**src/rtl/hazard_fwd_ctrl_pkg.sv**
```systemverilog
// Shared types for the EX-stage hazard/forwarding controller: forward-select
// codes, the per-stage destination tag, and the scheduler state encoding.
package hazard_fwd_ctrl_pkg;

  localparam int HZ_REG_W = 3;

  localparam logic [1:0] FWD_REGFILE    = 2'd0;
  localparam logic [1:0] FWD_EXMEM      = 2'd1;
  localparam logic [1:0] FWD_MEMWB_ALU  = 2'd2;
  localparam logic [1:0] FWD_MEMWB_LOAD = 2'd3;

  typedef struct packed {
    logic                valid;
    logic [HZ_REG_W-1:0] dst;
    logic                wb;
    logic                mem_read;
  } stage_t;

  typedef enum logic {
    RUN   = 1'b0,
    STALL = 1'b1
  } state_e;

  // A stage can supply an operand only if it holds a real, writing instruction.
  function automatic logic tag_hit(input stage_t t, input logic [HZ_REG_W-1:0] idx);
    return t.valid & t.wb & (t.dst == idx);
  endfunction

endpackage

```
**src/rtl/hazard_fwd_ctrl_if.sv**
```systemverilog
// Decode-side request and EX-side select bundle of the hazard/forwarding
// controller; master = pipeline/decode, slave = controller.
interface hazard_fwd_ctrl_if #(
  parameter int REG_W = 3,
  parameter int CNT_W = 16
);
  logic             id_valid;
  logic [REG_W-1:0] id_src;
  logic [REG_W-1:0] id_dst;
  logic             id_use_src;
  logic             id_use_dst;
  logic             id_wb;
  logic             id_mem_read;
  logic             flush;
  logic             hold;
  logic             stall;
  logic             ex_bubble;
  logic [1:0]       fwd_src_sel;
  logic [1:0]       fwd_dst_sel;
  logic [CNT_W-1:0] stall_count;

  modport master (
    output id_valid, id_src, id_dst, id_use_src, id_use_dst, id_wb, id_mem_read,
    output flush, hold,
    input  stall, ex_bubble, fwd_src_sel, fwd_dst_sel, stall_count
  );

  modport slave (
    input  id_valid, id_src, id_dst, id_use_src, id_use_dst, id_wb, id_mem_read,
    input  flush, hold,
    output stall, ex_bubble, fwd_src_sel, fwd_dst_sel, stall_count
  );
endinterface

```
**src/rtl/hazard_fwd_ctrl_fwd_sel_cmp.sv**
```systemverilog
// Per-operand forwarding priority: youngest producer (EX) wins over MEM;
// a load in MEM selects the load-data path instead of the ALU result.
module hazard_fwd_ctrl_fwd_sel_cmp
  import hazard_fwd_ctrl_pkg::*;
(
  input  logic                use_i,
  input  logic [HZ_REG_W-1:0] idx_i,
  input  stage_t              ex_t_i,
  input  stage_t              mem_t_i,
  output logic [1:0]          sel_o
);

  always_comb begin
    sel_o = FWD_REGFILE;
    if (use_i) begin
      if (tag_hit(ex_t_i, idx_i)) begin
        sel_o = FWD_EXMEM;
      end else if (tag_hit(mem_t_i, idx_i)) begin
        sel_o = mem_t_i.mem_read ? FWD_MEMWB_LOAD : FWD_MEMWB_ALU;
      end
    end
  end

endmodule

```
**src/rtl/hazard_fwd_ctrl.sv**
```systemverilog
// EX-stage hazard/forwarding scheduler: load-use stall sequencing plus
// registered operand selects. Optional stall counter under HAZARD_PERF_EN.
//
// state | meaning
// RUN   | normal issue; a load-use hit raises stall for one cycle
// STALL | bubble sits in EX, the load in MEM; the held consumer issues next
module hazard_fwd_ctrl
  import hazard_fwd_ctrl_pkg::*;
#(
  parameter int REG_W = HZ_REG_W,
  parameter int CNT_W = 16
) (
  input logic              clk,
  input logic              rst_n,
  hazard_fwd_ctrl_if.slave bus
);

  state_e      state_q;
  stage_t      ex_t_q;
  stage_t      mem_t_q;
  stage_t      ex_t_d;
  logic        ex_bubble_q;
  logic [1:0]  src_sel_q;
  logic [1:0]  dst_sel_q;
  logic [1:0]  src_sel_w;
  logic [1:0]  dst_sel_w;
  logic        lu_w;
  logic        stall_w;
  logic        issue_w;
  logic [REG_W-1:0] src_idx_w;
  logic [REG_W-1:0] dst_idx_w;

  assign src_idx_w = bus.id_src;
  assign dst_idx_w = bus.id_dst;

  // No WB tag is kept: the register file writes through, so anything older
  // than MEM is already visible to a regfile read.
  always_comb begin
    lu_w = (state_q == RUN) & bus.id_valid & ex_t_q.valid & ex_t_q.wb & ex_t_q.mem_read &
           ((bus.id_use_src & (src_idx_w == ex_t_q.dst)) |
            (bus.id_use_dst & (dst_idx_w == ex_t_q.dst)));
    stall_w = lu_w & ~bus.flush & ~bus.hold;
    issue_w = bus.id_valid & ~stall_w & ~bus.flush;
    ex_t_d  = '0;
    if (issue_w) begin
      ex_t_d.valid    = 1'b1;
      ex_t_d.dst      = dst_idx_w;
      ex_t_d.wb       = bus.id_wb;
      ex_t_d.mem_read = bus.id_mem_read;
    end
  end

  hazard_fwd_ctrl_fwd_sel_cmp u_cmp_src (
    .use_i   (bus.id_use_src),
    .idx_i   (src_idx_w),
    .ex_t_i  (ex_t_q),
    .mem_t_i (mem_t_q),
    .sel_o   (src_sel_w)
  );

  hazard_fwd_ctrl_fwd_sel_cmp u_cmp_dst (
    .use_i   (bus.id_use_dst),
    .idx_i   (dst_idx_w),
    .ex_t_i  (ex_t_q),
    .mem_t_i (mem_t_q),
    .sel_o   (dst_sel_w)
  );

  always_ff @(posedge clk or negedge rst_n) begin
    if (!rst_n) begin
      state_q     <= RUN;
      ex_t_q      <= '0;
      mem_t_q     <= '0;
      ex_bubble_q <= 1'b1;
      src_sel_q   <= FWD_REGFILE;
      dst_sel_q   <= FWD_REGFILE;
    end else if (!bus.hold) begin
      mem_t_q     <= ex_t_q;
      ex_t_q      <= ex_t_d;
      ex_bubble_q <= ~issue_w;
      // Bubbles carry regfile selects so a flushed/stalled slot drives nothing stale.
      src_sel_q   <= issue_w ? src_sel_w : FWD_REGFILE;
      dst_sel_q   <= issue_w ? dst_sel_w : FWD_REGFILE;
      case (state_q)
        RUN:     state_q <= stall_w ? STALL : RUN;
        STALL:   state_q <= RUN;
        default: state_q <= RUN;
      endcase
    end
  end

  assign bus.stall       = stall_w;
  assign bus.ex_bubble   = ex_bubble_q;
  assign bus.fwd_src_sel = src_sel_q;
  assign bus.fwd_dst_sel = dst_sel_q;

`ifdef HAZARD_PERF_EN
  logic [CNT_W-1:0] stall_cnt_q;

  always_ff @(posedge clk or negedge rst_n) begin
    if (!rst_n) begin
      stall_cnt_q <= '0;
    end else if (stall_w && (stall_cnt_q != {CNT_W{1'b1}})) begin
      stall_cnt_q <= stall_cnt_q + CNT_W'(1);
    end
  end

  assign bus.stall_count = stall_cnt_q;
`else
  assign bus.stall_count = {CNT_W{1'b0}};
`endif

endmodule

```
**src/flat_wrapper.sv**
```systemverilog
// flat-port wrapper written by rule: the top's interface ports become plain ports
module hazard_fwd_ctrl_flat import hazard_fwd_ctrl_pkg::*;
#(
  parameter int REG_W = HZ_REG_W,
  parameter int CNT_W = 16
)
  (clk, rst_n, bus_id_valid, bus_id_src, bus_id_dst, bus_id_use_src, bus_id_use_dst, bus_id_wb, bus_id_mem_read, bus_flush, bus_hold, bus_stall, bus_ex_bubble, bus_fwd_src_sel, bus_fwd_dst_sel, bus_stall_count);
  hazard_fwd_ctrl_if #(.REG_W(REG_W), .CNT_W(CNT_W)) bus_i ();
  input logic clk;
  input logic rst_n;
  input wire logic [$bits(bus_i.id_valid)-1:0] bus_id_valid;
  input wire logic [$bits(bus_i.id_src)-1:0] bus_id_src;
  input wire logic [$bits(bus_i.id_dst)-1:0] bus_id_dst;
  input wire logic [$bits(bus_i.id_use_src)-1:0] bus_id_use_src;
  input wire logic [$bits(bus_i.id_use_dst)-1:0] bus_id_use_dst;
  input wire logic [$bits(bus_i.id_wb)-1:0] bus_id_wb;
  input wire logic [$bits(bus_i.id_mem_read)-1:0] bus_id_mem_read;
  input wire logic [$bits(bus_i.flush)-1:0] bus_flush;
  input wire logic [$bits(bus_i.hold)-1:0] bus_hold;
  output wire logic [$bits(bus_i.stall)-1:0] bus_stall;
  output wire logic [$bits(bus_i.ex_bubble)-1:0] bus_ex_bubble;
  output wire logic [$bits(bus_i.fwd_src_sel)-1:0] bus_fwd_src_sel;
  output wire logic [$bits(bus_i.fwd_dst_sel)-1:0] bus_fwd_dst_sel;
  output wire logic [$bits(bus_i.stall_count)-1:0] bus_stall_count;
  assign bus_i.id_valid = bus_id_valid;
  assign bus_i.id_src = bus_id_src;
  assign bus_i.id_dst = bus_id_dst;
  assign bus_i.id_use_src = bus_id_use_src;
  assign bus_i.id_use_dst = bus_id_use_dst;
  assign bus_i.id_wb = bus_id_wb;
  assign bus_i.id_mem_read = bus_id_mem_read;
  assign bus_i.flush = bus_flush;
  assign bus_i.hold = bus_hold;
  assign bus_stall = bus_i.stall;
  assign bus_ex_bubble = bus_i.ex_bubble;
  assign bus_fwd_src_sel = bus_i.fwd_src_sel;
  assign bus_fwd_dst_sel = bus_i.fwd_dst_sel;
  assign bus_stall_count = bus_i.stall_count;
  hazard_fwd_ctrl #(.REG_W(REG_W), .CNT_W(CNT_W)) u_core (.clk(clk), .rst_n(rst_n), .bus(bus_i));
endmodule
```
**config.mk**
```make
export PLATFORM = sky130hd
export DESIGN_NAME = hazard_fwd_ctrl_flat
export DESIGN_NICKNAME = d
export VERILOG_FILES = /design/src/rtl/hazard_fwd_ctrl_pkg.sv /design/src/rtl/hazard_fwd_ctrl_if.sv /design/src/rtl/hazard_fwd_ctrl_fwd_sel_cmp.sv /design/src/rtl/hazard_fwd_ctrl.sv /design/src/flat_wrapper.sv
export SDC_FILE = /design/constraint.sdc
export NUM_CORES = 1
export LEC_CHECK = 0
export ABC_AREA = 1
export ABC_CLOCK_PERIOD_IN_PS = 3900
export CAP_MARGIN = 5
export CORE_MARGIN = 4
export CORE_UTILIZATION = 49
export CTS_BUF_LIST = sky130_fd_sc_hd__clkbuf_4 sky130_fd_sc_hd__clkbuf_8 sky130_fd_sc_hd__clkbuf_16
export DETAILED_ROUTE_END_ITERATION = 10
export HOLD_SLACK_MARGIN = 0.12
export PLACE_DENSITY = 0.95
export SYNTH_ARGS = -nofsm -noshare
export SYNTH_HDL_FRONTEND = slang
export SYNTH_SLANG_ARGS = --single-unit
```
**constraint.sdc**
```tcl
create_clock -name clk -period 3.9 [get_ports clk]
set_clock_uncertainty 0.1 [all_clocks]
set_input_delay 0.585 -clock clk [delete_from_list [all_inputs] [get_ports clk]]
set_output_delay 0.585 -clock clk [all_outputs]
set_load 0.005 [all_outputs]
```
# Yosys cells after proc, flatten, opt, wreduce, memory -nomap -nowiden
# Index checks and enable logic that the tools add are counted.
# W data, S select, Z words.
dict set report word_totals {
  romBits 0
  mem_count 0
  latchBits 0
  inputBits 15
  mem_bits_rw 0
  register_bits 18
}
dict set report op_classes {
  div 0
  n_eq_ne 6
  n_mul 0
  n_lt_le_gt_ge 0
  muxes 12
  n_addsub 0
  n_shift 0
  n_reduce_logical 0
  bitwise 23
}
# op n
set op_table {}
lappend op_table {{$eq A3 B3 Y1} 6}
lappend op_table {{$and A1 B1 Y1} 17}
lappend op_table {{$mux W2} 8}
lappend op_table {{$mux W6} 1}
lappend op_table {{$not A1 Y1} 5}
lappend op_table {{$mux W1} 2}
lappend op_table {{$pmux W1 S2} 1}
lappend op_table {{$or A1 B1 Y1} 1}

# Logic depth before layout (Yosys ltp)
# Gate-level depths: netlist of the first run.
dict set report logic_depth {
  depth_word 12
  depth_mapped 9
}

# By module
# Synthesis of the first run repeated with hierarchy kept, for this count alone.
dict set report hier_totals {
  hier_cells 217
  hier_area_um2 1387.6
}
# mod seq_area_each_um2 n_inst cells_per_inst area_per_inst_um2
set by_module_without_submodules {}
lappend by_module_without_submodules {hazard_fwd_ctrl 451.7 1 129 1002.2}
lappend by_module_without_submodules {hazard_fwd_ctrl_fwd_sel_cmp 0.0 2 44 192.7}

# Worst setup path before layout of the first run
# OpenSTA, ideal clock, no wires.
dict set report synth_timing {
  kind {input port to output port}
  from {in bus_hold}
  to {out bus_stall}
  arrival_time_ns 1.333
  cell_stages 7
  setup_slack_ns 1.882
  cell_sequence {buf_6 -> clkinv_4 -> nand2_4 -> nor4_4 -> nand2_2 -> buf_6 -> inv_1}
}
dict set report synth_via {
  elab_chain_cells 2
}
# item line_no
set synth_lines {}
lappend synth_lines {{start, declared} flat_wrapper.sv:19} ;# input wire logic [$bits(bus_i.hold)-1:0] bus_hold;
lappend synth_lines {{$not A1 Y1} hazard_fwd_ctrl.sv:42} ;# stall_w = lu_w & ~bus.flush & ~bus.hold;
lappend synth_lines {{$and A1 B1 Y1} hazard_fwd_ctrl.sv:42}
lappend synth_lines {{end, declared} flat_wrapper.sv:20} ;# output wire logic [$bits(bus_i.stall)-1:0] bus_stall;
# No other way between the ends.

# Worst setup path in the final report of the first run
# Same ends and word-level chain as after synthesis.

==> run metrics, run 1 <==
clk buf depth 2; # placed instances slightly below 200; Post-CTS Setup Bufs 0; Max-Slew Margin vs Limit 46.9%; via count of the first global-routing pass 874; average wire per cell in the routed design 11.0 um; utilization after layout between 60% and 70%; kind of critical path in -> out; growth of design area from synthesis to finish 15.7%; first-pass GRT wire length about 3700 um; data required time at the worst endpoint 3210 ps; Pwr Density 275 mW/mm^2; number of port buffers 20; syn_area_per_cell 7.74 um^2; Antenna Diode Count 0; iteration-0 DRC count of the detailed router 28; number of synthesized register bits 18; Synthesis Warnings 0; unrepaired setup endpoints after global routing false; Nets 189; startpoint kind of the worst setup timing path primary input; Post-Syn Instances 152; via count 950; fraction of layout cells with a size suffix above 1 11.6%; GRT met3 Usage 2.71%; most crowded layer after global routing met2; Static Leak between 0.6 and 0.7 nW; sequential fraction of the synthesis area 38.4%; Cell Area, Placed between 0.001 and 0.0015 mm^2; design area ~0.0014 mm^2; Die Span Y 57.0 um; met2 usage a little under a quarter; clock tree from TritonCTS built; Final Setup Violations 0; Clock Tree Root clkbuf_4; outcome complete, no violations; starting density of the core a little over half; met1 Use GR 19.1%; number of remaining DRC errors 0; number of nets with antenna violations after detailed routing 0; transition time of the tightest slew-check pin 794 ps; count of endpoints failing hold in the final timing report 0; number of H-tree branching levels 1; Total Routed Length 2210 um; clock-pin slew on the worst setup and hold paths 100 ps; period utilization 77.2%; maximum number of pins on one net before global-route repair 19; antenna violations before repair 0; CTS buffer count 3; # rows 17; number of sinks on the clock net 18; total die area 0.00325 mm^2; number of pins with negative max-slew slack in the final report 0; Area contributors post-synth dfrtp_1 36%, nand2_1 16%, buf_4 10%; placeable core region 0.00225 mm^2; time the worst path needs with I/O delays and setup between 3000 and 4000 ps; number of resized instances in the post-cts repair step 0; horizontal extent of the die 57.0 um; total negative slack for setup checks 0 ps; cell taking the most area after synthesis dfrtp_1; Clock Latency Late Sink around 300 ps; launch point of the critical path bus_hold; Netlist cell types 24; number of vias per cell after detailed routing 4.73; number of top-level design ports 37; synthesized area 0.00118 mm^2; post-route worst hold slack 391 ps; hold_sp u_core.bus.fwd_src_sel[0]; detailed-routing iteration count for the pre-antenna-repair pass 4; DP Worst Slack around 900 ps; global router's overall resource usage 14.4%; final cell count without fillers 201; overflow left after global routing 0; top-area cell type share of the netlist area 36.2%; number of fill cells in the layout approximately 220; total design power 0.374 mW; minimum setup slack in the final design 889 ps; origin of the critical flop-to-flop path u_core.ex_t_q[3]; endpoint type of the worst setup path output port; type of the tightest min-delay check reg -> reg; total half-perimeter wirelength after legalization and detailed placement roughly 1700 um; maximum ir drop on the vdd rail a little under 0.2 mV; max cap viols 0; critical path fanouts, max 13; count of hold-fix buffers inserted at cts 0; achievable clock frequency 332 MHz; arrival time worst endpoint 2330 ps; GP Congestion 0.918
==> layout by cell type (no fill, tap or decap) <==
cell type	instances
nand2_4	1
clkbuf_4	4
conb_1	16
nor2_1	5
o21ai_0	9
a21oi_1	2
clkdlybuf4s50_1	20
nor2b_1	1
o21ai_1	1
nand2_1	49
nand3_2	6
nand2_2	2
nor4_4	1
inv_1	19
a21oi_4	1
buf_4	2
nand4_1	4
nand3_1	6
o21ai_2	1
clkinv_4	1
dfstp_2	1
dfrtp_1	17
xnor2_1	4
==> cells in the mapped netlist (all sizes together) <==
cell type,number
nand2,52
buf,19
inv,19
dfrtp,17
nand3,12
o21ai,11
nor2,5
nand4,4
xnor2,4
a21oi,3
clkbuf,1
clkinv,1
conb,1
dfstp,1
nor2b,1
nor4,1
==> where the power goes <==
group	internal [mW]	total (mW)	leakage (nW)	switching [mW]
sequential	0.197	0.204	0.241	0.00774
clock	0.0468	0.103	0.0184	0.0560
combinational	0.0290	0.0667	0.434	0.0377
total	0.272	0.374	0.694	0.101
==> state kept, by name, indices dropped and copies added, names as in the netlist <==
signal                  cells
u_core.mem_t_q              6
u_core.bus.fwd_dst_sel      2
u_core.ex_t_q               6
u_core.bus.fwd_src_sel      2
u_core.state_q              1
u_core.bus.ex_bubble        1
==> routing by layer <==
layer	vias to the layer above	share of wire, %
li1	478	-
met1	439	44
met2	30	48
met3	3	6.5
met4	0	1.3
met5	-	0
==> critical path: stages <==
cell and delay (ps):
clkdlybuf4s50_1 470, clkinv_4 110, nand2_4 60, nor4_4 220, nand2_2 270, inv_1 110, clkdlybuf4s50_1 500
==> worst paths after layout <==
| kind | to | depth (start not counted) | slack, ps |
|---|---|---|---|
| worst max-delay path | bus_stall | 7 | 890 |
| worst min-delay path | u_core.bus.fwd_src_sel[0] | 2 | 390 |
| worst max register to register | u_core.ex_t_q[2] | 8 | 2360 |
| worst min register to register | u_core.bus.fwd_src_sel[0] | 2 | 390 |
| max in group asynchronous | u_core.ex_t_q[2] | 1 | 2560 |
| min in group asynchronous | u_core.ex_t_q[0] | 1 | 630 |
==> cell families (layout without fill, tap and decap cells) <==
group	Yosys count	count (layout)	synth area share, %
xor+xnor	4	4	2.98
buf+inv	40	46	19.7
compound gates	14	14	7.23
simple gates	75	75	31.4
other cells	1	16	0.319
flops	18	18	38.4
==> layout make-up <==
class	count	area (um^2)	area share, %
clock buffer	4	30.0	2.21
inverter	20	80.1	5.88
multi-input combinational	109	549	40.3
sequential	18	452	33.2
tap	28	35.0	2.57
timing repair buffer	22	215	15.8
Note: power is estimated with default switching activity, not from simulation.
==> inputs of run 2 (changes only) <==
--- a/config.mk
+++ b/config.mk
@@ -6,14 +6,14 @@
 export NUM_CORES = 1
 export LEC_CHECK = 0
 export ABC_AREA = 1
-export ABC_CLOCK_PERIOD_IN_PS = 3900
+export ABC_CLOCK_PERIOD_IN_PS = 2600
 export CAP_MARGIN = 5
 export CORE_MARGIN = 4
-export CORE_UTILIZATION = 49
+export CORE_UTILIZATION = 41
 export CTS_BUF_LIST = sky130_fd_sc_hd__clkbuf_4 sky130_fd_sc_hd__clkbuf_8 sky130_fd_sc_hd__clkbuf_16
 export DETAILED_ROUTE_END_ITERATION = 10
 export HOLD_SLACK_MARGIN = 0.12
-export PLACE_DENSITY = 0.95
+export PLACE_DENSITY = 0.87
 export SYNTH_ARGS = -nofsm -noshare
 export SYNTH_HDL_FRONTEND = slang
 export SYNTH_SLANG_ARGS = --single-unit
==> constraint.sdc (replaced) <==
create_clock -name clk -period 2.6 [get_ports clk]
set_clock_uncertainty 0.1 [all_clocks]
set_input_delay 0.39 -clock clk [delete_from_list [all_inputs] [get_ports clk]]
set_output_delay 0.39 -clock clk [all_outputs]
set_load 0.005 [all_outputs]
==> run 2 against run 1 <==
Clock power grew 68%. Count of clock-buffer cells in the layout unchanged. Critical path depth stayed put. Combinational power rose by 49%. Sequential cell count did not move. Worst hold slack worse by 2.4 ps. Non-clock buffer count is the same. Sequential share of layout area fell by 0.24 points. Wire length rose by 5.4%. Design area is 0.74% higher. Largest cell class unchanged.
==> run metrics, run 2 (synthesis results as in run 1) <==
fraction of layout cells with a size suffix above 1 11.6% (unchanged); startpoint kind of the worst setup timing path primary input; number of fill cells in the layout 281 (+26%); total design power 0.579 mW (+55%); Antenna Diode Count 0 (unchanged); Nets 189 (unchanged); Post-CTS Setup Bufs 0 (unchanged); iteration-0 DRC count of the detailed router 36 (+29%); Flop pwr share 53.0% (-1.7 points); NetSw 0.156 mW (+54%); outcome complete, no violations; multi-input gate area in the final layout 549 um^2 (unchanged); Worst Reg2Reg Path Length in Cells 6 (-2); Total Routed Length 2330 um (+5.4%); placeable core region 0.00276 mm^2 (+22%); total negative slack for setup checks 0 ps (unchanged); most frequent standard cell in the layout excluding fill and tap cells nand2_1; Logic pwr share 17.1% (-0.7 points); endpoint type of the worst setup path output port; kind of critical path in -> out; minimum setup slack in the final design 216 ps (-673 ps); number of top-level design ports 37 (unchanged); count of hold-fix buffers inserted at cts 0 (unchanged); Die Span Y 61.6 um (+8.0%); DP Worst Slack 140 ps (-737 ps); clock network power share 29.9% (+2.4 points); total die area 0.00379 mm^2 (+17%); time the worst path needs with I/O delays and setup 2380 ps; Static Leak 0.695 nW (+0.21%); first-pass GRT wire length 3860 um (+3.5%); achievable clock frequency 419 MHz; launch point of the critical path bus_hold; count of endpoints failing hold in the final timing report 0 (unchanged); commonest cells after routing, fill and taps aside 49 x nand2_1, 20 x clkdlybuf4s50_1, 19 x inv_1; clock-pin slew on the worst setup and hold paths 100 ps (about the same); overflow left after global routing 0 (unchanged); Final Setup Violations 0 (unchanged); number of remaining DRC errors 0 (unchanged); maximum number of pins on one net before global-route repair 19 (unchanged); Clock Latency Late Sink 290 ps (about the same); period utilization 91.7%; unrepaired setup endpoints after global routing false; # placed instances 200 (+1.5%); number of H-tree branching levels 1 (unchanged); hold_sp u_core.bus.fwd_src_sel[1]; number of vias per cell after detailed routing 4.63 (-2.0%); Clock Tree Root clkbuf_4; antenna violations before repair 0 (unchanged); origin of the critical flop-to-flop path u_core.ex_t_q[5]; detailed-routing iteration count for the pre-antenna-repair pass 4 (unchanged); via count of the first global-routing pass 910 (+4.1%); number of resized instances in the post-cts repair step 0 (unchanged); post-route worst hold slack 389 ps (-2.38 ps); Storage cell area 452 um^2 (unchanged); # rows 19 (+2); Max-Slew Margin vs Limit 25.6% (-21 points); starting density of the core 42.6% (-9.5 points); number of nets with antenna violations after detailed routing 0 (unchanged); GP Congestion 0.829 (-9.7%); arrival time worst endpoint 1890 ps (-440 ps); number of port buffers 20 (unchanged); type of the tightest min-delay check reg -> reg; cell internal power dissipation 0.423 mW (+55%); Largest regs u_core.ex_t_q: 6 flops, u_core.mem_t_q: 6 flops; max cap viols 0 (unchanged); average wire per cell in the routed design 11.4 um (+3.9%); clock tree from TritonCTS built; hold depth 2 (unchanged); horizontal extent of the die 61.6 um (+8.0%); Pwr Density 422 mW/mm^2 (+54%); data required time at the worst endpoint 2110 ps (-1100 ps); final cell count without fillers 204 (+1.5%); Switching Fraction 26.9% (-0.22 points); growth of design area from synthesis to finish 16.6%; critical path fanouts, max 7 (-6); total half-perimeter wirelength after legalization and detailed placement 1830 um (+7.4%); maximum ir drop on the vdd rail 0.341 mV (+76%); via count 945 (-0.53%); number of sinks on the clock net 18 (unchanged); global router's overall resource usage 13.7% (-0.72 points); number of pins with negative max-slew slack in the final report 0 (unchanged); CTS buffer count 3 (unchanged); clk buf depth 2 (unchanged); transition time of the tightest slew-check pin 1110 ps (+319 ps)
## run 2: cell count changes in the layout (fill, tap and decap cells not counted)
cell	before	now
clkbuf_4	4	3
clkbuf_8	0	1
## run 2: final timing paths
path,to,slack (ps)
worst max-delay path,bus_stall,220
worst min-delay path,u_core.bus.fwd_src_sel[1],390
worst max register to register,u_core.ex_t_q[3],1090
worst min register to register,u_core.bus.fwd_src_sel[1],390
max in group asynchronous,u_core.ex_t_q[1],1450
min in group asynchronous,u_core.ex_t_q[4],450
## run 2: metrics by stage
stage	util, %	cell area, um^2
after floorplan	-	1230
after global placement	48.4	1340
after detailed placement	48.4	1340
after CTS	49.7	1370
after global routing	49.7	1370
final	49.7	1370
## run 2: power groups by stage
stage	Combinational (mW)	Clock [mW]	Sequential, mW
after floorplan	0.0739	0	0.309
after global placement	0.0969	0	0.311
after detailed placement	0.0998	0	0.312
after CTS	0.100	0.178	0.307
after global routing	0.113	0.189	0.308
final	0.0991	0.173	0.307
## run 2: routing by layer
metal | part of all wire [%] | up-vias | global-route usage (%)
li1 | - | 482 | -
met1 | 43 | 428 | 17.3
met2 | 49 | 31 | 22.9
met3 | 6.5 | 4 | 1.89
met4 | 1.2 | 0 | 6.67
met5 | 0 | - | 0
## run 2: worst max-delay path, stage by stage
cell	delay, ps
clkdlybuf4s50_1	460
clkinv_4	110
nand2_4	60
nor4_4	230
nand2_2	90
inv_1	60
clkdlybuf4s50_1	490
## run 2: area by class of cell
class	count	area share, %
inverters	20	5.84
flip-flops and latches	18	32.9
well taps	31	2.83
clock buffers	4	2.65
multi-input cells	109	40.1
repair buffers	22	15.7
==> inputs of run 3 (changes only) <==
--- a/config.mk
+++ b/config.mk
@@ -12,7 +12,6 @@
 export CORE_UTILIZATION = 41
 export CTS_BUF_LIST = sky130_fd_sc_hd__clkbuf_4 sky130_fd_sc_hd__clkbuf_8 sky130_fd_sc_hd__clkbuf_16
 export DETAILED_ROUTE_END_ITERATION = 10
-export HOLD_SLACK_MARGIN = 0.12
 export PLACE_DENSITY = 0.87
 export SYNTH_ARGS = -nofsm -noshare
 export SYNTH_HDL_FRONTEND = slang
==> results of run 3 <==
No change in the layout: final DEF, timing and power equal those of run 2.
